$ cat config.mk
export PLATFORM = sky130hd
export DESIGN_NAME = sc_ulpi_rxp_flat
export DESIGN_NICKNAME = d
export VERILOG_FILES = /design/src/rtl/sc_ulpi_pkg.sv /design/src/rtl/sc_ulpi_rxp_if.sv /design/src/rtl/sc_ulpi_rxp_fifo.sv /design/src/rtl/sc_ulpi_rxp.sv /design/src/flat_wrapper.sv
export SDC_FILE = /design/constraint.sdc
export NUM_CORES = 1
export LEC_CHECK = 0
export BUFFER_PORTS_ARGS = -buffer_cell sky130_fd_sc_hd__buf_2
export CAP_MARGIN = 20
export CORE_MARGIN = 8
export CORE_UTILIZATION = 26
export DETAILED_ROUTE_END_ITERATION = 7
export PLACE_DENSITY = 0.43
export RECOVER_POWER = 100
export SYNTH_ARGS = -nofsm -noshare
export SYNTH_HDL_FRONTEND = slang
export SYNTH_HIERARCHICAL = 1
export SYNTH_SLANG_ARGS = --single-unit
$ cat constraint.sdc
create_clock -name ULPICLK -period 5.2 [get_ports ULPICLK]
set_input_delay 0.78 -clock ULPICLK [delete_from_list [all_inputs] [get_ports ULPICLK]]
set_output_delay 0.78 -clock ULPICLK [all_outputs]
set_load 0.02 [all_outputs]
$ cat src/rtl/sc_ulpi_pkg.sv
// sc_ulpi_pkg: shared ULPI constants, RX CMD field positions and the RX packet FIFO entry type.
//   No ports; imported by the ULPI receive path modules.
package sc_ulpi_pkg;

    localparam logic [1:0] RX_EV_INACTIVE  = 2'b00;
    localparam logic [1:0] RX_EV_ACTIVE    = 2'b01;
    localparam logic [1:0] RX_EV_HOST_DISC = 2'b10;
    localparam logic [1:0] RX_EV_ERROR     = 2'b11;

    localparam int RXCMD_LS_LSB   = 0;
    localparam int RXCMD_VBUS_LSB = 2;
    localparam int RXCMD_EV_LSB   = 4;
    localparam int RXCMD_ID_BIT   = 6;
    localparam int RXCMD_ALT_BIT  = 7;

    localparam int RXP_ENTRY_W = 10;

    typedef struct packed {
        logic       err;
        logic       last;
        logic [7:0] data;
    } rxp_entry_t;

    function automatic logic [1:0] rx_event(input logic [7:0] cmd);
        return cmd[RXCMD_EV_LSB +: 2];
    endfunction

endpackage

$ cat src/rtl/sc_ulpi_rxp_if.sv
// sc_ulpi_rxp_if: bundle between the ULPI protocol engine, the RX packetiser and its consumer.
//   RXD_CMD_VALID/RXD_DATA_VALID/ULPI_DATA : strobes and byte from the protocol engine
//   RXP_VALID/RXP_READY/RXP_DATA/RXP_LAST/RXP_ERR : packet-byte stream
//   LINE_STATE/VBUS_STATE/ID_DIG/ALT_INT/RX_ACTIVE/HOST_DISC/DROP_CNT : status
//   slave = packetiser side, master = engine/consumer side.
interface sc_ulpi_rxp_if;
    logic       RXD_CMD_VALID;
    logic       RXD_DATA_VALID;
    logic [7:0] ULPI_DATA;
    logic       RXP_VALID;
    logic       RXP_READY;
    logic [7:0] RXP_DATA;
    logic       RXP_LAST;
    logic       RXP_ERR;
    logic [1:0] LINE_STATE;
    logic [1:0] VBUS_STATE;
    logic       ID_DIG;
    logic       ALT_INT;
    logic       RX_ACTIVE;
    logic       HOST_DISC;
    logic [7:0] DROP_CNT;

    modport slave (
        input  RXD_CMD_VALID, RXD_DATA_VALID, ULPI_DATA, RXP_READY,
        output RXP_VALID, RXP_DATA, RXP_LAST, RXP_ERR, LINE_STATE, VBUS_STATE,
               ID_DIG, ALT_INT, RX_ACTIVE, HOST_DISC, DROP_CNT
    );

    modport master (
        output RXD_CMD_VALID, RXD_DATA_VALID, ULPI_DATA, RXP_READY,
        input  RXP_VALID, RXP_DATA, RXP_LAST, RXP_ERR, LINE_STATE, VBUS_STATE,
               ID_DIG, ALT_INT, RX_ACTIVE, HOST_DISC, DROP_CNT
    );
endinterface

$ cat src/rtl/sc_ulpi_rxp_fifo.sv
// sc_ulpi_rxp_fifo: DEPTH-entry FIFO of {err,last,data} with a registered head output.
//   ULPICLK/ULPIRST : clock, sync active-high reset
//   push/wdata/full : write side; push allowed while full only together with a pop
//   vld/rdy/dout    : read side valid/ready handshake, dout stable while vld && !rdy
module sc_ulpi_rxp_fifo
    import sc_ulpi_pkg::*;
#(
    parameter int DEPTH = 16
) (
    input  logic                   ULPICLK,
    input  logic                   ULPIRST,
    input  logic                   push,
    input  logic [RXP_ENTRY_W-1:0] wdata,
    output logic                   full,
    input  logic                   rdy,
    output logic                   vld,
    output logic [RXP_ENTRY_W-1:0] dout
);
    localparam int AW = $clog2(DEPTH);

    logic [RXP_ENTRY_W-1:0] mem [DEPTH];
    logic [AW:0]            wr_ptr, rd_ptr, rd_nxt;
    logic                   pop;

    assign full   = (wr_ptr[AW] != rd_ptr[AW]) && (wr_ptr[AW-1:0] == rd_ptr[AW-1:0]);
    assign pop    = vld & rdy;
    assign rd_nxt = rd_ptr + {{AW{1'b0}}, pop};

    always_ff @(posedge ULPICLK)
        if (push) mem[wr_ptr[AW-1:0]] <= wdata;

    // The head entry stays in mem until popped so it counts toward DEPTH; dout is a
    // registered copy of it, loaded the cycle after the entry was written.
    always_ff @(posedge ULPICLK)
        if (ULPIRST) begin
            wr_ptr <= '0;
            rd_ptr <= '0;
            vld    <= 1'b0;
            dout   <= '0;
        end else begin
            wr_ptr <= wr_ptr + {{AW{1'b0}}, push};
            rd_ptr <= rd_nxt;
            if (!vld || pop) begin
                vld <= wr_ptr != rd_nxt;
                if (wr_ptr != rd_nxt) dout <= mem[rd_nxt[AW-1:0]];
            end
        end
endmodule

$ cat src/rtl/sc_ulpi_rxp.sv
// sc_ulpi_rxp: turns ULPI RX CMD/data strobes into a packet-byte stream with LAST/ERR and line status.
//   ULPICLK/ULPIRST : clock, sync active-high reset
//   bus (slave)     : engine strobes in, RXP_* stream out, status and drop counter out
module sc_ulpi_rxp
    import sc_ulpi_pkg::*;
#(
    parameter int DEPTH = 16
) (
    input logic         ULPICLK,
    input logic         ULPIRST,
    sc_ulpi_rxp_if.slave bus
);
    localparam logic [1:0] S_IDLE     = 2'd0;
    localparam logic [1:0] S_ACTIVE   = 2'd1;
    localparam logic [1:0] S_EOP_PEND = 2'd2;

    logic [1:0] state, ev, line_state, vbus_state;
    logic [7:0] stg_data, drop_cnt;
    logic       stg_vld, err_flag, pend_start, pend_err, id_dig, alt_int, host_disc;
    logic       cmd, dat, ev_start, ev_err, pop, can_push, eop_now, push_last, push_mid, drop;
    logic       ps_n, pe_n, fifo_full, fifo_vld;
    rxp_entry_t push_data, out_e;

    assign cmd      = bus.RXD_CMD_VALID;
    assign dat      = bus.RXD_DATA_VALID & ~cmd;
    assign ev       = rx_event(bus.ULPI_DATA);
    assign ev_start = (ev == RX_EV_ACTIVE) || (ev == RX_EV_ERROR);
    assign ev_err   = ev == RX_EV_ERROR;
    assign pop      = fifo_vld & bus.RXP_READY;
    assign can_push = ~fifo_full | pop;

    assign eop_now   = (state == S_ACTIVE) && cmd && !ev_start;
    assign push_last = stg_vld && can_push && (eop_now || state == S_EOP_PEND);
    assign push_mid  = (state == S_ACTIVE) && dat && stg_vld && can_push;
    assign push_data = '{err: push_last & err_flag, last: push_last, data: stg_data};
    // A data byte colliding with an RX CMD is lost as well as ones that find no room.
    assign drop = (cmd & bus.RXD_DATA_VALID) |
                  (dat && (state == S_EOP_PEND || (state == S_ACTIVE && stg_vld && !can_push)));

    // While waiting to push the final byte, the latest RX CMD decides whether a new packet follows.
    assign ps_n = cmd ? ev_start : pend_start;
    assign pe_n = cmd ? (ev_err | (pend_err & ev_start)) : pend_err;

    always_ff @(posedge ULPICLK)
        if (ULPIRST) begin
            state      <= S_IDLE;
            stg_vld    <= 1'b0;
            stg_data   <= '0;
            err_flag   <= 1'b0;
            pend_start <= 1'b0;
            pend_err   <= 1'b0;
            drop_cnt   <= '0;
            line_state <= '0;
            vbus_state <= '0;
            id_dig     <= 1'b0;
            alt_int    <= 1'b0;
            host_disc  <= 1'b0;
        end else begin
            if (cmd) begin
                line_state <= bus.ULPI_DATA[RXCMD_LS_LSB +: 2];
                vbus_state <= bus.ULPI_DATA[RXCMD_VBUS_LSB +: 2];
                id_dig     <= bus.ULPI_DATA[RXCMD_ID_BIT];
                alt_int    <= bus.ULPI_DATA[RXCMD_ALT_BIT];
            end
            host_disc <= cmd && (ev == RX_EV_HOST_DISC);
            if (drop && drop_cnt != 8'hFF) drop_cnt <= drop_cnt + 8'd1;
            case (state)
                S_IDLE:
                    if (cmd && ev_start) begin
                        state    <= S_ACTIVE;
                        err_flag <= ev_err;
                    end else if (dat) begin
                        state    <= S_ACTIVE;
                        err_flag <= 1'b0;
                        stg_data <= bus.ULPI_DATA;
                        stg_vld  <= 1'b1;
                    end
                S_ACTIVE:
                    if (cmd) begin
                        if (ev_start) err_flag <= err_flag | ev_err;
                        else if (!stg_vld || can_push) begin
                            stg_vld <= 1'b0;
                            state   <= S_IDLE;
                        end else begin
                            state      <= S_EOP_PEND;
                            pend_start <= 1'b0;
                            pend_err   <= 1'b0;
                        end
                    end else if (dat) begin
                        if (!stg_vld || can_push) begin
                            stg_data <= bus.ULPI_DATA;
                            stg_vld  <= 1'b1;
                        end else err_flag <= 1'b1;
                    end
                S_EOP_PEND:
                    if (can_push) begin
                        stg_vld    <= 1'b0;
                        state      <= ps_n ? S_ACTIVE : S_IDLE;
                        err_flag   <= pe_n;
                        pend_start <= 1'b0;
                        pend_err   <= 1'b0;
                    end else begin
                        pend_start <= ps_n;
                        pend_err   <= pe_n;
                    end
                default: state <= S_IDLE;
            endcase
        end

    sc_ulpi_rxp_fifo #(.DEPTH(DEPTH)) u_fifo (
        .ULPICLK (ULPICLK),
        .ULPIRST (ULPIRST),
        .push    (push_last | push_mid),
        .wdata   (push_data),
        .full    (fifo_full),
        .rdy     (bus.RXP_READY),
        .vld     (fifo_vld),
        .dout    (out_e)
    );

    assign bus.RXP_VALID  = fifo_vld;
    assign bus.RXP_DATA   = out_e.data;
    assign bus.RXP_LAST   = out_e.last;
    assign bus.RXP_ERR    = out_e.err;
    assign bus.LINE_STATE = line_state;
    assign bus.VBUS_STATE = vbus_state;
    assign bus.ID_DIG     = id_dig;
    assign bus.ALT_INT    = alt_int;
    assign bus.RX_ACTIVE  = state == S_ACTIVE;
    assign bus.HOST_DISC  = host_disc;
    assign bus.DROP_CNT   = drop_cnt;
endmodule

$ cat src/flat_wrapper.sv
// flat-port wrapper written by rule: the top's interface ports become plain ports
module sc_ulpi_rxp_flat import sc_ulpi_pkg::*;
#(
    parameter int DEPTH = 16
)
  (ULPICLK, ULPIRST, bus_RXD_CMD_VALID, bus_RXD_DATA_VALID, bus_ULPI_DATA, bus_RXP_READY, bus_RXP_VALID, bus_RXP_DATA, bus_RXP_LAST, bus_RXP_ERR, bus_LINE_STATE, bus_VBUS_STATE, bus_ID_DIG, bus_ALT_INT, bus_RX_ACTIVE, bus_HOST_DISC, bus_DROP_CNT);
  sc_ulpi_rxp_if bus_i ();
  input logic ULPICLK;
  input logic ULPIRST;
  input wire logic [$bits(bus_i.RXD_CMD_VALID)-1:0] bus_RXD_CMD_VALID;
  input wire logic [$bits(bus_i.RXD_DATA_VALID)-1:0] bus_RXD_DATA_VALID;
  input wire logic [$bits(bus_i.ULPI_DATA)-1:0] bus_ULPI_DATA;
  input wire logic [$bits(bus_i.RXP_READY)-1:0] bus_RXP_READY;
  output wire logic [$bits(bus_i.RXP_VALID)-1:0] bus_RXP_VALID;
  output wire logic [$bits(bus_i.RXP_DATA)-1:0] bus_RXP_DATA;
  output wire logic [$bits(bus_i.RXP_LAST)-1:0] bus_RXP_LAST;
  output wire logic [$bits(bus_i.RXP_ERR)-1:0] bus_RXP_ERR;
  output wire logic [$bits(bus_i.LINE_STATE)-1:0] bus_LINE_STATE;
  output wire logic [$bits(bus_i.VBUS_STATE)-1:0] bus_VBUS_STATE;
  output wire logic [$bits(bus_i.ID_DIG)-1:0] bus_ID_DIG;
  output wire logic [$bits(bus_i.ALT_INT)-1:0] bus_ALT_INT;
  output wire logic [$bits(bus_i.RX_ACTIVE)-1:0] bus_RX_ACTIVE;
  output wire logic [$bits(bus_i.HOST_DISC)-1:0] bus_HOST_DISC;
  output wire logic [$bits(bus_i.DROP_CNT)-1:0] bus_DROP_CNT;
  assign bus_i.RXD_CMD_VALID = bus_RXD_CMD_VALID;
  assign bus_i.RXD_DATA_VALID = bus_RXD_DATA_VALID;
  assign bus_i.ULPI_DATA = bus_ULPI_DATA;
  assign bus_i.RXP_READY = bus_RXP_READY;
  assign bus_RXP_VALID = bus_i.RXP_VALID;
  assign bus_RXP_DATA = bus_i.RXP_DATA;
  assign bus_RXP_LAST = bus_i.RXP_LAST;
  assign bus_RXP_ERR = bus_i.RXP_ERR;
  assign bus_LINE_STATE = bus_i.LINE_STATE;
  assign bus_VBUS_STATE = bus_i.VBUS_STATE;
  assign bus_ID_DIG = bus_i.ID_DIG;
  assign bus_ALT_INT = bus_i.ALT_INT;
  assign bus_RX_ACTIVE = bus_i.RX_ACTIVE;
  assign bus_HOST_DISC = bus_i.HOST_DISC;
  assign bus_DROP_CNT = bus_i.DROP_CNT;
  sc_ulpi_rxp #(.DEPTH(DEPTH)) u_core (.ULPICLK(ULPICLK), .ULPIRST(ULPIRST), .bus(bus_i));
endmodule
==> After elaboration in Yosys (flattened, before gate mapping) <==
Memory sizes are Yosys's and may differ from the RTL's. A register that Yosys moved wholly into a read port is not among the register bits.
Cells that the tools add are included.
{ "op_classes": {"n_eq_ne": 23, "mux": 42, "reduce_logical": 33, "bitwise": 12, "add_sub_neg": 3} }
{ "ops": {"columns": ["operator", "n"], "rows": [
  ["$mux 8", 5],
  ["$mux 1", 25],
  ["$pmux 8 s2", 1],
  ["$logic_and 1x1->1", 14],
  ["$mux 2", 6],
  ["$reduce_and 6->1", 2],
  ["$add 5x1->5", 2],
  ["$ne 2x2->1 const B", 5],
  ["$add 8x1->8 const B", 1],
  ["$ne 2x1->1 const B", 4],
  ["$ne 8x8->1 const B", 1],
  ["$reduce_and 4->1", 2],
  ["$reduce_and 7->1", 1],
  ["$eq 2x2->1 const B", 3],
  ["$ne 3x2->1 const B", 2],
  ["$ne 3x3->1 const B", 2],
  ["$pmux 1 s3", 2],
  ["$pmux 2 s3", 1],
  ["$and 1x1->1", 5],
  ["$logic_or 1x1->1", 5],
  ["$ne 5x5->1", 1],
  ["$or 1x1->1", 5],
  ["$eq 2x1->1 const B", 2],
  ["$eq 4x4->1", 1],
  ["9 further kinds", 15]
]} }
{ "word_totals": {"n_memories": 1, "inputBits": 13, "output_inout_bits": 27, "ramBits": 160, "regBits": 40, "word_cells": 129} }
{ "memory_table": {"columns": ["name", "words", "word_bits", "read_ports", "rd_clocked_by_memory_dff", "wr", "line_no", "source"], "rows": [
  ["u_core.u_fifo.mem", 16, 10, 1, 1, 1, "sc_ulpi_rxp_fifo.sv:21", "logic [RXP_ENTRY_W-1:0] mem [DEPTH];"]
]} }

==> Longest topological paths before layout <==
Gate-level depths: netlist of run 1.
{ "depth": {"word_depth": 10, "mapped_depth": 13, "ltp_nobuf": 11} }

==> Cells and area by module <==
Netlist of run 1, hierarchy kept.
{ "by_module_without_submodules": {"columns": ["mod", "n_inst", "area_each_um2", "seq_area_each_um2", "cells_each"], "rows": [
  ["sc_ulpi_rxp_fifo", 1, 7148.1, 5225.0, 357],
  ["sc_ulpi_rxp", 1, 1582.8, 580.6, 174]
]} }

==> Worst setup path before layout of run 1 <==
Ideal clock, no wire load.
{ "synth_path": {"kind": "in2reg", "from": "input port bus_RXD_CMD_VALID", "to": "memory u_core.u_fifo.mem[0][0], enable pin", "n_path_buf": 1, "setup_time_ps": 390, "setup_slack_ps": 1947, "arrival_time_ps": 2863, "cell_stages": 6, "required_time_ps": 4810, "cell_sequence": "buf_4 -> nor2b_1 -> a21oi_1 -> a21oi_1 -> or3b_2 -> nor3_1"} }
{ "synth_via": {"elab_chain_len": 8, "word_cells_on_any_way": 12, "cone_classes": "2 x mux; 3 x bitwise; 7 x reduce/logical"} }
{ "synth_rtl": {"columns": ["item", "line_no", "source"], "rows": [
  ["from (decl)", "flat_wrapper.sv:10", "input wire logic [$bits(bus_i.RXD_CMD_VALID)-1:0] bus_RXD_CMD_VALID;"],
  ["$not 1->1", "sc_ulpi_rxp.sv:25", "assign dat = bus.RXD_DATA_VALID & ~cmd;"],
  ["$and 1x1->1", "sc_ulpi_rxp.sv:25", null],
  ["$logic_and 1x1->1 (3 in a row)", "sc_ulpi_rxp.sv:34", "assign push_mid = (state == S_ACTIVE) && dat && stg_vld && can_push;"],
  ["$or 1x1->1 (*)", "sc_ulpi_rxp.sv:113", ".push (push_last | push_mid),"],
  ["$mux 1 (*)", "sc_ulpi_rxp_fifo.sv:30", "if (push) mem[wr_ptr[AW-1:0]] <= wdata;"],
  ["$mux 1 (not written as such) (*)", "sc_ulpi_rxp_fifo.sv:30", null],
  ["to (decl)", "sc_ulpi_rxp_fifo.sv:21", null]
]} }
Every way passes the cells marked *; elsewhere a longest branch is shown, timed or not.

==> Final worst setup path of run 1 <==
{ "layout_path": {"from": "register u_core.u_fifo.wr_ptr[2]", "to": "memory u_core.u_fifo.mem[0][5], enable pin"} }
{ "layout_via": {"elab_chain_len": 9, "word_cells_on_any_way": 10, "cone_classes": "1 x eq/ne; 2 x mux; 3 x bitwise; 4 x reduce/logical"} }
{ "layout_rtl": {"columns": ["item", "line_no", "source"], "rows": [
  ["from (decl)", "sc_ulpi_rxp_fifo.sv:22", "logic [AW:0] wr_ptr, rd_ptr, rd_nxt;"],
  ["from (signal assigned)", "sc_ulpi_rxp_fifo.sv:41", "wr_ptr <= wr_ptr + {{AW{1'b0}}, push};"],
  ["$eq 4x4->1 (*)", "sc_ulpi_rxp_fifo.sv:25", "assign full = (wr_ptr[AW] != rd_ptr[AW]) && (wr_ptr[AW-1:0] == rd_ptr[AW-1:0]);"],
  ["$logic_and 1x1->1 (*)", "sc_ulpi_rxp_fifo.sv:25", null],
  ["named net u_core.fifo_full", "sc_ulpi_rxp.sv:21", "logic ps_n, pe_n, fifo_full, fifo_vld;"],
  ["$not 1->1 (*)", "sc_ulpi_rxp.sv:30", "assign can_push = ~fifo_full | pop;"],
  ["$or 1x1->1 (*)", "sc_ulpi_rxp.sv:30", null],
  ["$logic_and 1x1->1 (2 in a row)", "sc_ulpi_rxp.sv:33", "assign push_last = stg_vld && can_push && (eop_now || state == S_EOP_PEND);"],
  ["$or 1x1->1 (*)", "sc_ulpi_rxp.sv:113", null],
  ["$mux 1 (*)", "sc_ulpi_rxp_fifo.sv:30", null],
  ["$mux 1 (not written as such) (*)", "sc_ulpi_rxp_fifo.sv:30", null]
]} }
The timed path passes the listed nets; every way through them passes the cells marked *.

==> run summary, run 1 <==
In this run, synthesis inferred 160 flip-flops with an integrated enable. The tools report the clock latency of the later-clocked register in the worst-skew pair as 0.50 ns. Terminus of the critical flop-to-flop path: u_core/u_fifo/mem[0][5]. The critical path in this run is classified as register to register.

The checks that failed: capacitance limit, slew limit. The count of cell instances traversed by the critical path was 9. The tools report the number of placement rows as 67. The most frequent standard cell in the layout excluding fill and tap cells is sky130_fd_sc_hd__edfxtp_1. In the final layout, the share of cells above drive strength 1 is 19.3%. The number of instances in the placed design was 1002. Slowest cell on the critical path: sky130_fd_sc_hd__dfxtp_1. Hold path depth: 2. The die covers 0.0397 mm^2. Buffers added to address setup during post-CTS repair amount to 0.

For this run, the detailed router's first-pass iteration total came to 4. Of all flip-flops after synthesis, the portion carrying an async set or reset was 0%. A synthesized cell averages 16.4 um^2. In this run the deepest clock path goes through 3 buffers. Via count of the first global-routing pass: 4912. The largest fanout on the critical path came out at 14. Signal routing reaches up to met4. Between clock sinks in the finished design, the worst skew comes to 0.0124 ns. In this run the tightest slew margin relative to its limit is -66.6%. The top cell types in the final layout, fill and taps aside, are 160 x sky130_fd_sc_hd__edfxtp_1, 50 x sky130_fd_sc_hd__dfxtp_1, 41 x sky130_fd_sc_hd__nor2_1, 40 x sky130_fd_sc_hd__mux4_2, 38 x sky130_fd_sc_hd__mux2i_1. The max capacitance violation total is 1. Routability-driven placement finished with a final weighted congestion of 0.756.

The average routed wire per standard cell came out at 18.1 um. The arrival time at the worst endpoint is 3.72 ns, and the total detailed-routing wirelength is 18900 um. The total negative setup slack was 0 ns. The logs give 0 for the hold violation count in the final report and 29500 um for the global-route wire length before repair. The number of nets in the synthesized netlist is 553. The depth of the CTS H-tree came out at 1. Once layout is complete, the cells apart from fillers number 1044. The adder and majority cell fraction of the synthesized area works out to 1.29%. The clock drives 210 sinks. Detail-routed via count per cell: 4.44.

The launching point of the worst reg2reg path is u_core/u_fifo/wr_ptr[2]. The detail route stage leaves a number of antenna-violating nets equal to 0. The endpoint with the worst hold slack is u_core/u_fifo/dout[7].

The number of gates resized after CTS was 0. The number of diodes added for antenna fixing came out at 0. The initial utilization of the core area, before any placement, comes to 26.2%. The final route contains 4634 vias. The run finished, with violations left.

The run gives 278 MHz as the maximum operating frequency. The design draws 0.00385 W. The worst supply voltage drop on vdd came out at 0.000268 V.

The final-report setup violation count is 0, and the number of buffers added to fix hold violations after cts is 0. The synthesized netlist devotes 6.84% of its cell area to simple gates. The shortest period the worst path allows was 3.60 ns; the part of the Yosys area used for sequential elements was 66.5%.

For the pin with the worst max-slew slack, the measured transition is 2.50 ns. The tools report the maximum number of pins on one net before global-route repair as 54. In the detailed route, the total length drawn on met3 is 659 um. After global routing the overflow that remains totals 0. The signal on the critical path passes through xnor2_1, nand4_1, nor2_1, a21bo_1, nand2_1, a21oi_1, or3b_2, nor3_1, clkbuf_1. In this run the vertical extent of the chip is 199 um.

Measured along the x axis, the die boundary spans 199 um. After synthesis, the netlist uses 62 different library cells. The run gives 30.5% as the end-of-flow core utilization. The worst setup path is launched from a register. Launch instance of the worst min-delay path: u_core/u_fifo/dout[7]. For this run, the post-layout net count is 601. In the final routing, the length of wire on met1 measures 8430 um. In the synthesized netlist, mux cells make up 16.4% of the area. Setup slack of the most critical reg-to-reg path: 1.60 ns.

Clock-pin slew was measured on the worst setup and hold paths at 0.06 ns. The floorplan step defined a core boundary enclosing 0.0333 mm^2. After legalization and detailed placement, the total HPWL measured 12700 um. The worst path buffer plus inverter count came out at 1. For the Yosys warning count, the log shows 6. In this run the tool buffered the top-level ports with 39 buffer cells. Among all flip-flop cells after synthesis, the most frequent one is sky130_fd_sc_hd__edfxtp_1. By area, the combinational part of the netlist is dominated by multiplexers.

For the initial antenna violation count, the log shows 1. The min-delay analysis places its worst path in the category register to register. For the global-route usage over all layers, the log shows 9.58%. STA classifies the critical path endpoint as a register. The number of max-slew violations in the final report was 54. The flip-flop and latch count after synthesis works out to 210. STA puts the critical path data required time at 5.33 ns. In the synthesized netlist, the number of instances is 531. Clock tree synthesis inserted a total of 23 buffers. Dividing the final minimum period by the clock period gives 69.2%. The run gives 9390 um as the wire length on met2.

For this design the static power due to leakage is 3.17 nW. The first routing iteration left 262 violations. XOR/XNOR share of the synthesized area: 1.76%. TritonCTS built the clock tree. The top-level I/O count was 40. Critical path's top delay family: simple AND/OR/NAND/NOR gates. The area growth from synthesis to final layout is 16.3%, and the number of cells on the worst reg-to-reg path is 9. Setup repair after global routing left no endpoint under its margin. The power per unit of standard cell area is 379 mW/mm^2. The delay of the slowest cell on the worst path was 0.68 ns.

The final routed DRC violation total was 0. Across all setup checks in the final design, the least slack found is 1.60 ns. Summing every instance area after synthesis gives 0.00873 mm^2.

Timing analysis after detailed placement gives a worst setup slack of 1.50 ns. The compound-gate portion of the synthesized area was 4.96%. CTS placed an instance of sky130_fd_sc_hd__clkbuf_16 at the clock tree root.
-- Yosys cell counts (all sizes together), types with 3 or more instances --
library cell  instances  area share [%]
mux2                 13             1.7
o21ai                 5            0.29
ha                    9             1.3
nand2b               16             1.1
edfxtp              160              55
a21oi                13            0.75
nand3                11            0.63
xnor2                 7            0.70
mux4                 40              10
o22ai                11            0.79
clkbuf                7            0.30
inv                   8            0.34
buf                  21             1.7
nor3                  9            0.52
nor2                 41             1.8
nor2b                13            0.93
mux2i                38             4.4
o31ai                 3            0.26
nand2                 7            0.30
dfxtp                50              11
xor2                  7            0.79
-- through the flow --
step                instance area (um^2)  hold slack, ns
global route                       10200           0.516
floorplan                           8730           0.460
CTS                                10200           0.491
detailed placement                  9420           0.476
global placement                    9420           0.471
finish                             10200           0.492
-- power breakdown --
group          internal (W)  total, W  switching, W
registers           0.00183   0.00186     0.0000343
logic              0.000116  0.000261      0.000145
clock network       0.00107   0.00173      0.000661
-- tightest hold or removal path: stages (launching register included) --
cell and delay (ns):
sky130_fd_sc_hd__dfxtp_1 0.31, sky130_fd_sc_hd__nand2b_1 0.07, sky130_fd_sc_hd__o22ai_1 0.07
-- worst max-delay path by stage --
stage                                         end  slack [ns]               startpoint
after floorplan           u_core/u_fifo/mem[0][0]        1.95        bus_RXD_CMD_VALID
after global placement    u_core/u_fifo/mem[2][6]        1.56        bus_RXD_CMD_VALID
after detailed placement  u_core/u_fifo/mem[6][7]        1.50        bus_RXD_CMD_VALID
after CTS                 u_core/u_fifo/mem[6][8]        1.61  u_core/u_fifo/wr_ptr[2]
after global routing      u_core/u_fifo/mem[0][9]        1.33  u_core/u_fifo/wr_ptr[2]
final                     u_core/u_fifo/mem[0][5]        1.60  u_core/u_fifo/wr_ptr[2]
-- cell families (layout without fill, tap and decap cells) --
logic type | after synthesis | after routing
compound gates | 54 | 54
simple gates | 116 | 116
xor+xnor | 15 | 15
mux | 91 | 91
buf+inv | 36 | 101
fa+ha+maj | 9 | 9
flops | 210 | 210
-- final cells by class --
class                      count  area [um^2]
inverter                       8         30.0
clock inverter                19          249
sequential                   210         5810
multi-input combinational    285         2700
clock buffer                  23          576
timing repair buffer          51          236
tap                          448          561
fill                        3315        23100
-- routing by layer --
| layer | vias to the layer above | global-route usage, % |
|---|---|---|
| met3 | 23 | 1.50 |
| met1 | 2358 | 12.2 |
| met4 | 0 | 2.74 |
| li1 | 2177 | - |
| met2 | 76 | 16.6 |
| met5 | - | 0 |
-- state kept, by name (all words and copies together) (netlist names), 2 cells and up --
signal	flops
u_core/stg_data	8
u_core/u_fifo/dout	10
u_core/u_fifo/rd_ptr	5
u_core/u_fifo/mem	160
u_core/state	2
u_core/bus.VBUS_STATE	2
u_core/u_fifo/wr_ptr	5
u_core/bus.LINE_STATE	2
u_core/bus.DROP_CNT	8
(Power assumes the default switching activity.)
==> run 2: changes to the inputs <==
==> constraint.sdc (replaced) <==
create_clock -name ULPICLK -period 3.4 [get_ports ULPICLK]
set_input_delay 0.51 -clock ULPICLK [delete_from_list [all_inputs] [get_ports ULPICLK]]
set_output_delay 0.51 -clock ULPICLK [all_outputs]
set_load 0.02 [all_outputs]
==> run 2 against run 1 <==
Compared with the run above: the run still ends with capacitance limit, slew limit left; final cell count rose by 1.4%; combinational power up 53%; power up 50%; setup slack got worse by 1.2 ns; global-route usage rose by 0.38 points; via count increased by 3.7%; sequential cell count is the same; routed wire length up 3.7%; largest cell class unchanged; largest power group unchanged.
==> run summary, run 2 (same netlist as run 1, synthesis figures left out) <==
In this run the power density over the cells is 567 mW/mm^2. Data on the critical path is required at its endpoint by 3.79 ns. Relative to the synthesized area, the layout overhead comes to 16.5%.

The logs give 0.0397 mm^2 for the total die area and 0 for the post-CTS resize count. The critical path is of the register to register type. From bottom edge to top edge, the die measures 199 um.

The largest fanout on the critical path is 13. The run gives 40 as the top-level I/O count. The final reports fail on capacitance limit, slew limit.

For the via count, the log shows 4807. The number of clock buffers inserted by TritonCTS was 23; the static leakage was 3.24 nW. After detailed routing, the number of vias per cell comes to 4.54. The wire-length estimate of the detail-placed layout is 12600 um. The run gives 0 as the final antenna-violating net count. The count of nets after finishing came out at 616. The average routed wire per standard cell was 18.5 um; the effective utilization at floorplan was 26.2%. The number of setup buffers added after CTS is 0. The run gives 1 as the depth of the CTS H-tree. Setup repair after global routing left no endpoint under its margin. The max capacitance violation total is 1, and the period utilization is 88.5%.

The run gives 0.00955 mm^2 as the instance area at placement. Flip-flop count of the largest register after layout: 160. Setup violations remaining at the end of the flow were counted as 0. Worst supply voltage drop on vdd: 0.000319 V.

At the pin with the least slew margin, the transition time is 1.51 ns. The worst-case clock buffer depth was 3. TritonCTS built the clock tree. After routing the design area is 0.0102 mm^2. The most frequent standard cell in the layout excluding fill and tap cells is sky130_fd_sc_hd__edfxtp_1. CTS sink count: 210.

The detailed router finished its first iteration with 263 violations. Headroom to the max-slew limit came out at -0.386%. The number of placement rows was 67; the number of max-slew violations in the final report was 32. For the pre-CTS setup slack, the log shows 0.447 ns. The hold violation count in the final report came out at 0. The area of the core was 0.0333 mm^2. Of the cells placed in the final design, the portion with a size suffix greater than 1 is 20.0%. The shortest period the worst path allows works out to 3.01 ns.

The flow ran to the end, but the final reports show violations. The clock arrives with 0.0112 ns of skew. The worst setup path is captured at a register. For the worst-skew pair, the clock arrives at the later sink with an insertion delay of 0.51 ns. The total overflow left after global routing is 0. The type of the most critical hold path is primary input to register. The number of antenna diodes in the final layout is 0. In the layout the commonest cells are 160 x sky130_fd_sc_hd__edfxtp_1, 50 x sky130_fd_sc_hd__dfxtp_1, 41 x sky130_fd_sc_hd__nor2_1, 40 x sky130_fd_sc_hd__mux4_2, 38 x sky130_fd_sc_hd__mux2i_1. The setup slack of the critical path after layout came out at 0.392 ns. The logs give 4 for the number of iterations in the first detailed-routing pass and 30500 um for the global-route wire length before repair. The setup slack of the most critical reg-to-reg path was 0.39 ns; the overall die width was 199 um. STA puts the critical path data arrival time at 3.40 ns. Global routing consumed, over all layers together, 9.97% of the routing resources. The via count of the first global-routing pass is 5046, and the final routed DRC violation total is 0. Entering global routing, the biggest net connects 43 pins.

The logs give 0 ns for the total negative setup slack and 0.00577 W for the overall power consumption. Based on the critical path, the design can be clocked at up to 332 MHz. The tools report the initial antenna violation count as 0. After clock tree synthesis, the clock-pin slew on the worst setup and hold paths is 0.06 ns.

Clock tree synthesis selected as its root buffer the cell sky130_fd_sc_hd__clkbuf_16. STA classifies the critical path startpoint as a register. Summed over all layers, the routed wires come to 19600 um. During placement, the flow inserted port buffers numbering 39. The logs give 0.254 ns for the final hold slack and 0.749 for the weighted congestion at the end of routability-driven global placement.

Buffers inserted to repair hold after CTS numbered 0.
run 2: where the power goes:
part | switching, W | internal, W | leakage (nW)
Sequential | 0.0000531 | 0.00279 | 1.86
Clock | 0.000999 | 0.00152 | 0.374
Combinational | 0.000219 | 0.000180 | 1.01
run 2: layout make-up:
| class | instances | area, um^2 |
|---|---|---|
| flip-flops and latches | 210 | 5810 |
| well taps | 448 | 561 |
| inverters | 8 | 30.0 |
| clock inverters | 12 | 148 |
| multi-input cells | 285 | 2670 |
| fillers | 3316 | 23100 |
| clock buffers | 30 | 622 |
| repair buffers | 66 | 330 |
run 2: final timing paths:
kind / startpoint / end / cells after the start
worst min-delay path: bus_ULPI_DATA[3] / u_core/stg_data[3] / 3
worst max-delay path: u_core/u_fifo/wr_ptr[1] / u_core/bus.DROP_CNT[5] / 7
worst max register to register: u_core/u_fifo/wr_ptr[1] / u_core/bus.DROP_CNT[5] / 7
worst min register to register: u_core/u_fifo/dout[8] / u_core/u_fifo/dout[8] / 2
run 2: routing by layer:
metal / part of all wire, % / global-route usage, % / vias to the layer above
met4: 1.5 / 2.47 / 0
met2: 50 / 17.4 / 88
met5: 0 / 0 / -
met3: 3.3 / 1.60 / 18
li1: - / - / 2202
met1: 45 / 12.8 / 2499
run 2: metrics by stage:
step / utilization (%) / cells
CTS: 31.0 / 1059
finish: 30.6 / 1059
global placement: 28.7 / 1017
detailed placement: 28.7 / 1017
global route: 30.6 / 1059
floorplan: - / 531
run 2: worst max-delay path, cell delays in order, from the launching register on:
cell and delay (ns):
sky130_fd_sc_hd__dfxtp_1 0.60, sky130_fd_sc_hd__xnor2_1 0.14, sky130_fd_sc_hd__nand4_1 0.08, sky130_fd_sc_hd__nor2_1 0.05
sky130_fd_sc_hd__a21boi_0 0.22, sky130_fd_sc_hd__a311oi_1 1.18, sky130_fd_sc_hd__nor3_1 0.21, sky130_fd_sc_hd__mux2_1 0.38
==> run 3: changes to the inputs <==
--- a/config.mk
+++ b/config.mk
@@ -5,12 +5,13 @@
 export SDC_FILE = /design/constraint.sdc
 export NUM_CORES = 1
 export LEC_CHECK = 0
+export ABC_CLOCK_PERIOD_IN_PS = 3400
 export BUFFER_PORTS_ARGS = -buffer_cell sky130_fd_sc_hd__buf_2
 export CAP_MARGIN = 20
 export CORE_MARGIN = 8
 export CORE_UTILIZATION = 26
 export DETAILED_ROUTE_END_ITERATION = 7
-export PLACE_DENSITY = 0.43
+export HOLD_SLACK_MARGIN = 0.02
 export RECOVER_POWER = 100
 export SYNTH_ARGS = -nofsm -noshare
 export SYNTH_HDL_FRONTEND = slang
==> run 3 against run 2 <==
Compared with the run above: the run now ends clean; sequential cell count unchanged; hold slack got worse by 0.0099 ns; first-iteration DRC count grew 5.3%; count of clock-buffer cells in the layout increased by 2; maximum frequency decreased by 1.8%; die area unchanged; global-route usage decreased by 1.2 points; critical endpoint is now u_core/u_fifo/mem[10][4]; largest cell class unchanged.
==> run summary, run 3 (same netlist as run 1, synthesis figures left out) <==
The run finished with clean final reports. The total overflow left after global routing is 0. For the initial antenna violation count, the log shows 0.

The post-route netlist has 19.4% of its cells at a drive strength greater than 1. The type of the most critical hold path was primary input to register. The run gives 0.34 ns as the setup slack of the most critical reg-to-reg path. In the final routed layout, each cell accounts on average for 16.6 um. For the half-perimeter wire length after detailed placement, the log shows 11400 um.

Setup violations remaining at the end of the flow were counted as 0. The run gives 277 as the number of DRC violations after detailed-routing iteration 0. The number of antenna diodes in the final layout is 0. For this run, the share of the core covered by cells in the final layout is 30.5%. Clock-pin slew was measured on the worst setup and hold paths at 0.06 ns.

The area of the core is 0.0333 mm^2. The number of input and output port buffers inserted was 39; the number of buffers added to fix hold violations after cts was 0. For hold timing, the worst endpoint is u_core/stg_data[1].

The largest single stage delay on the critical path is 0.65 ns. The design draws 0.00563 W. The depth of the CTS H-tree is 1, and the final hold slack is 0.244 ns. For the worst setup path, the data required time is 3.53 ns.

TritonCTS built the clock tree. The later pin in the worst-skew pair is clocked with a latency of 0.51 ns. The setup slack of the critical path after layout is 0.336 ns. Summed over all failing endpoints, the final setup total negative slack is 0 ns. The area growth from synthesis to layout is 16.4%. Start-to-end type of the worst setup path: register to register. Leaving out fill and tap cells, the most frequent cells in the layout are 160 x sky130_fd_sc_hd__edfxtp_1, 50 x sky130_fd_sc_hd__dfxtp_1, 43 x sky130_fd_sc_hd__clkbuf_1, 41 x sky130_fd_sc_hd__nor2_1, 40 x sky130_fd_sc_hd__mux4_2. Among all stages on the critical path, the largest delay is contributed by sky130_fd_sc_hd__clkbuf_1. The register with the most flip-flops in the layout has 160 of them. The tools report the number of max-slew violations in the final report as 0. The number of placement rows was 67. The die covers 0.0397 mm^2. The worst register-to-register path begins at u_core/u_fifo/wr_ptr[1]. The transition time at the pin with the least slew margin was 1.13 ns; the detail-routed via count per cell was 4.40. Walking the worst path, the cells encountered are xnor2_1, nand4_1, nor2_1, a21bo_1, nand2_1, a21oi_1, nand3b_1, nor2_1, clkbuf_1. The tools report the number of iterations in the first detailed-routing pass as 4. The worst setup path is captured at a register.

The effective utilization at floorplan was 26.2%; the hold violation count in the final report was 0. Post-CTS repair changed the size of 0 cells. In this run the power density over the cells is 554 mW/mm^2. The tool flagged a number of max-cap violations equal to 0.

Dividing the final minimum period by the clock period gives 90.1%. The total detailed-routing wirelength was 17600 um. The total setup buffers inserted after CTS was 0; the remaining max-slew budget at the tightest pin was 24.9%. Entering global routing, the biggest net connects 40 pins. For the worst flop-to-flop path, the logic depth is 9. For the via count of the first global-routing pass, the log shows 4782.

The floorplan step set the die width to 199 um. The global-route usage over all layers was 8.75%. The logs give 3.19 ns for the arrival time at the worst endpoint and 3 for the worst-case clock buffer depth. The hold path depth was 3.

At the end of routability-driven placement, the weighted congestion stood at 0.736. The die is 199 um tall. IR analysis of the VDD net gives a maximum drop of 0.000472 V. Library cell appearing most often on the critical path: sky130_fd_sc_hd__nor2_1. The tree is rooted in a sky130_fd_sc_hd__clkbuf_16. The library cell used most frequently in the layout, excluding fill and tap cells, is sky130_fd_sc_hd__edfxtp_1. Setup repair after global routing left no endpoint under its margin. Detailed routing inserted a total of 4650 vias. The run gives 326 MHz as the maximum operating frequency. The count of nets after finishing is 615, and the global-route wire length before repair is 27300 um.

The pre-CTS setup slack came out at 0.469 ns. The analysis attributes to cell leakage a power of 3.21 nW. The run gives 210 as the CTS sink count. The tools report the worst clock skew as 0.0156 ns. STA classifies the critical path startpoint as a register. Clock tree synthesis inserted a total of 22 buffers. Top-level I/O count: 40. Of all nets on the critical path, the largest fanout is 11. The worst hold path begins at bus_ULPI_DATA[1].

The worst path in the final design needs a cycle of 3.06 ns, including I/O delays and setup. The terminus of the critical flop-to-flop path is u_core/u_fifo/mem[10][4]. Final routed DRC violation total: 0. For the final antenna-violating net count, the log shows 0.
==> run 3: changes by cell type in the layout (fill, tap and decap cells not counted), moves of 3 or more <==
cell | before | now
sky130_fd_sc_hd__clkbuf_2 | 17 | 7
sky130_fd_sc_hd__bufinv_16 | 3 | 0
sky130_fd_sc_hd__clkbuf_8 | 2 | 5
sky130_fd_sc_hd__clkinv_1 | 4 | 1
sky130_fd_sc_hd__clkbuf_1 | 37 | 43
==> run 3: power breakdown <==
part	switching [W]	leakage (nW)	internal, W
registers	0.0000473	1.86	0.00279
logic	0.000226	0.988	0.000188
clock network	0.000968	0.365	0.00141
==> run 3: per-layer routing <==
metal / wire length (um) / global-route usage (%) / vias up
li1: - / - / 2202
met1: 8110 / 11.4 / 2330
met2: 8530 / 15.1 / 96
met3: 690 / 1.26 / 22
met4: 250 / 2.22 / 0
met5: 0 / 0 / -
==> run 3: worst max-delay path by stage <==
stage,startpoint,end,slack (ns),cells after the start
after floorplan,u_core/u_fifo/wr_ptr[2],u_core/u_fifo/mem[0][0],0.20,10
after global placement,u_core/u_fifo/wr_ptr[1],u_core/u_fifo/mem[0][7],0.54,9
after detailed placement,u_core/u_fifo/wr_ptr[1],u_core/u_fifo/mem[0][7],0.47,9
after CTS,u_core/u_fifo/wr_ptr[1],u_core/u_fifo/mem[0][4],0.43,9
after global routing,u_core/u_fifo/wr_ptr[1],u_core/u_fifo/mem[15][4],0.14,9
final,u_core/u_fifo/wr_ptr[1],u_core/u_fifo/mem[10][4],0.34,9
==> run 3: final cells by class <==
cell class                      instances  area (um^2)
Fill cell                            3297        23100
Sequential cell                       210         5810
Clock buffer                           32          681
Inverter                                8         30.0
Clock inverter                          8         72.6
Multi-Input combinational cell        285         2680
Timing Repair Buffer                   66          338
Tap cell                              448          561
==> run 3: through the flow <==
stage,cells,cell area (um^2)
after floorplan,531,8730
after global placement,1017,9560
after detailed placement,1017,9560
final,1057,10200
after global routing,1057,10200
after CTS,1057,10300
==> run 3: critical path, delay by kind of cell, from the launching register on <==
family | cells | cell delay [ns]
flip-flops | 1 | 0.56
AO/OA/AOI/OAI | 2 | 0.69
XOR/XNOR | 1 | 0.14
AND/OR/NAND/NOR | 5 | 0.66
buffers and inverters | 1 | 0.65
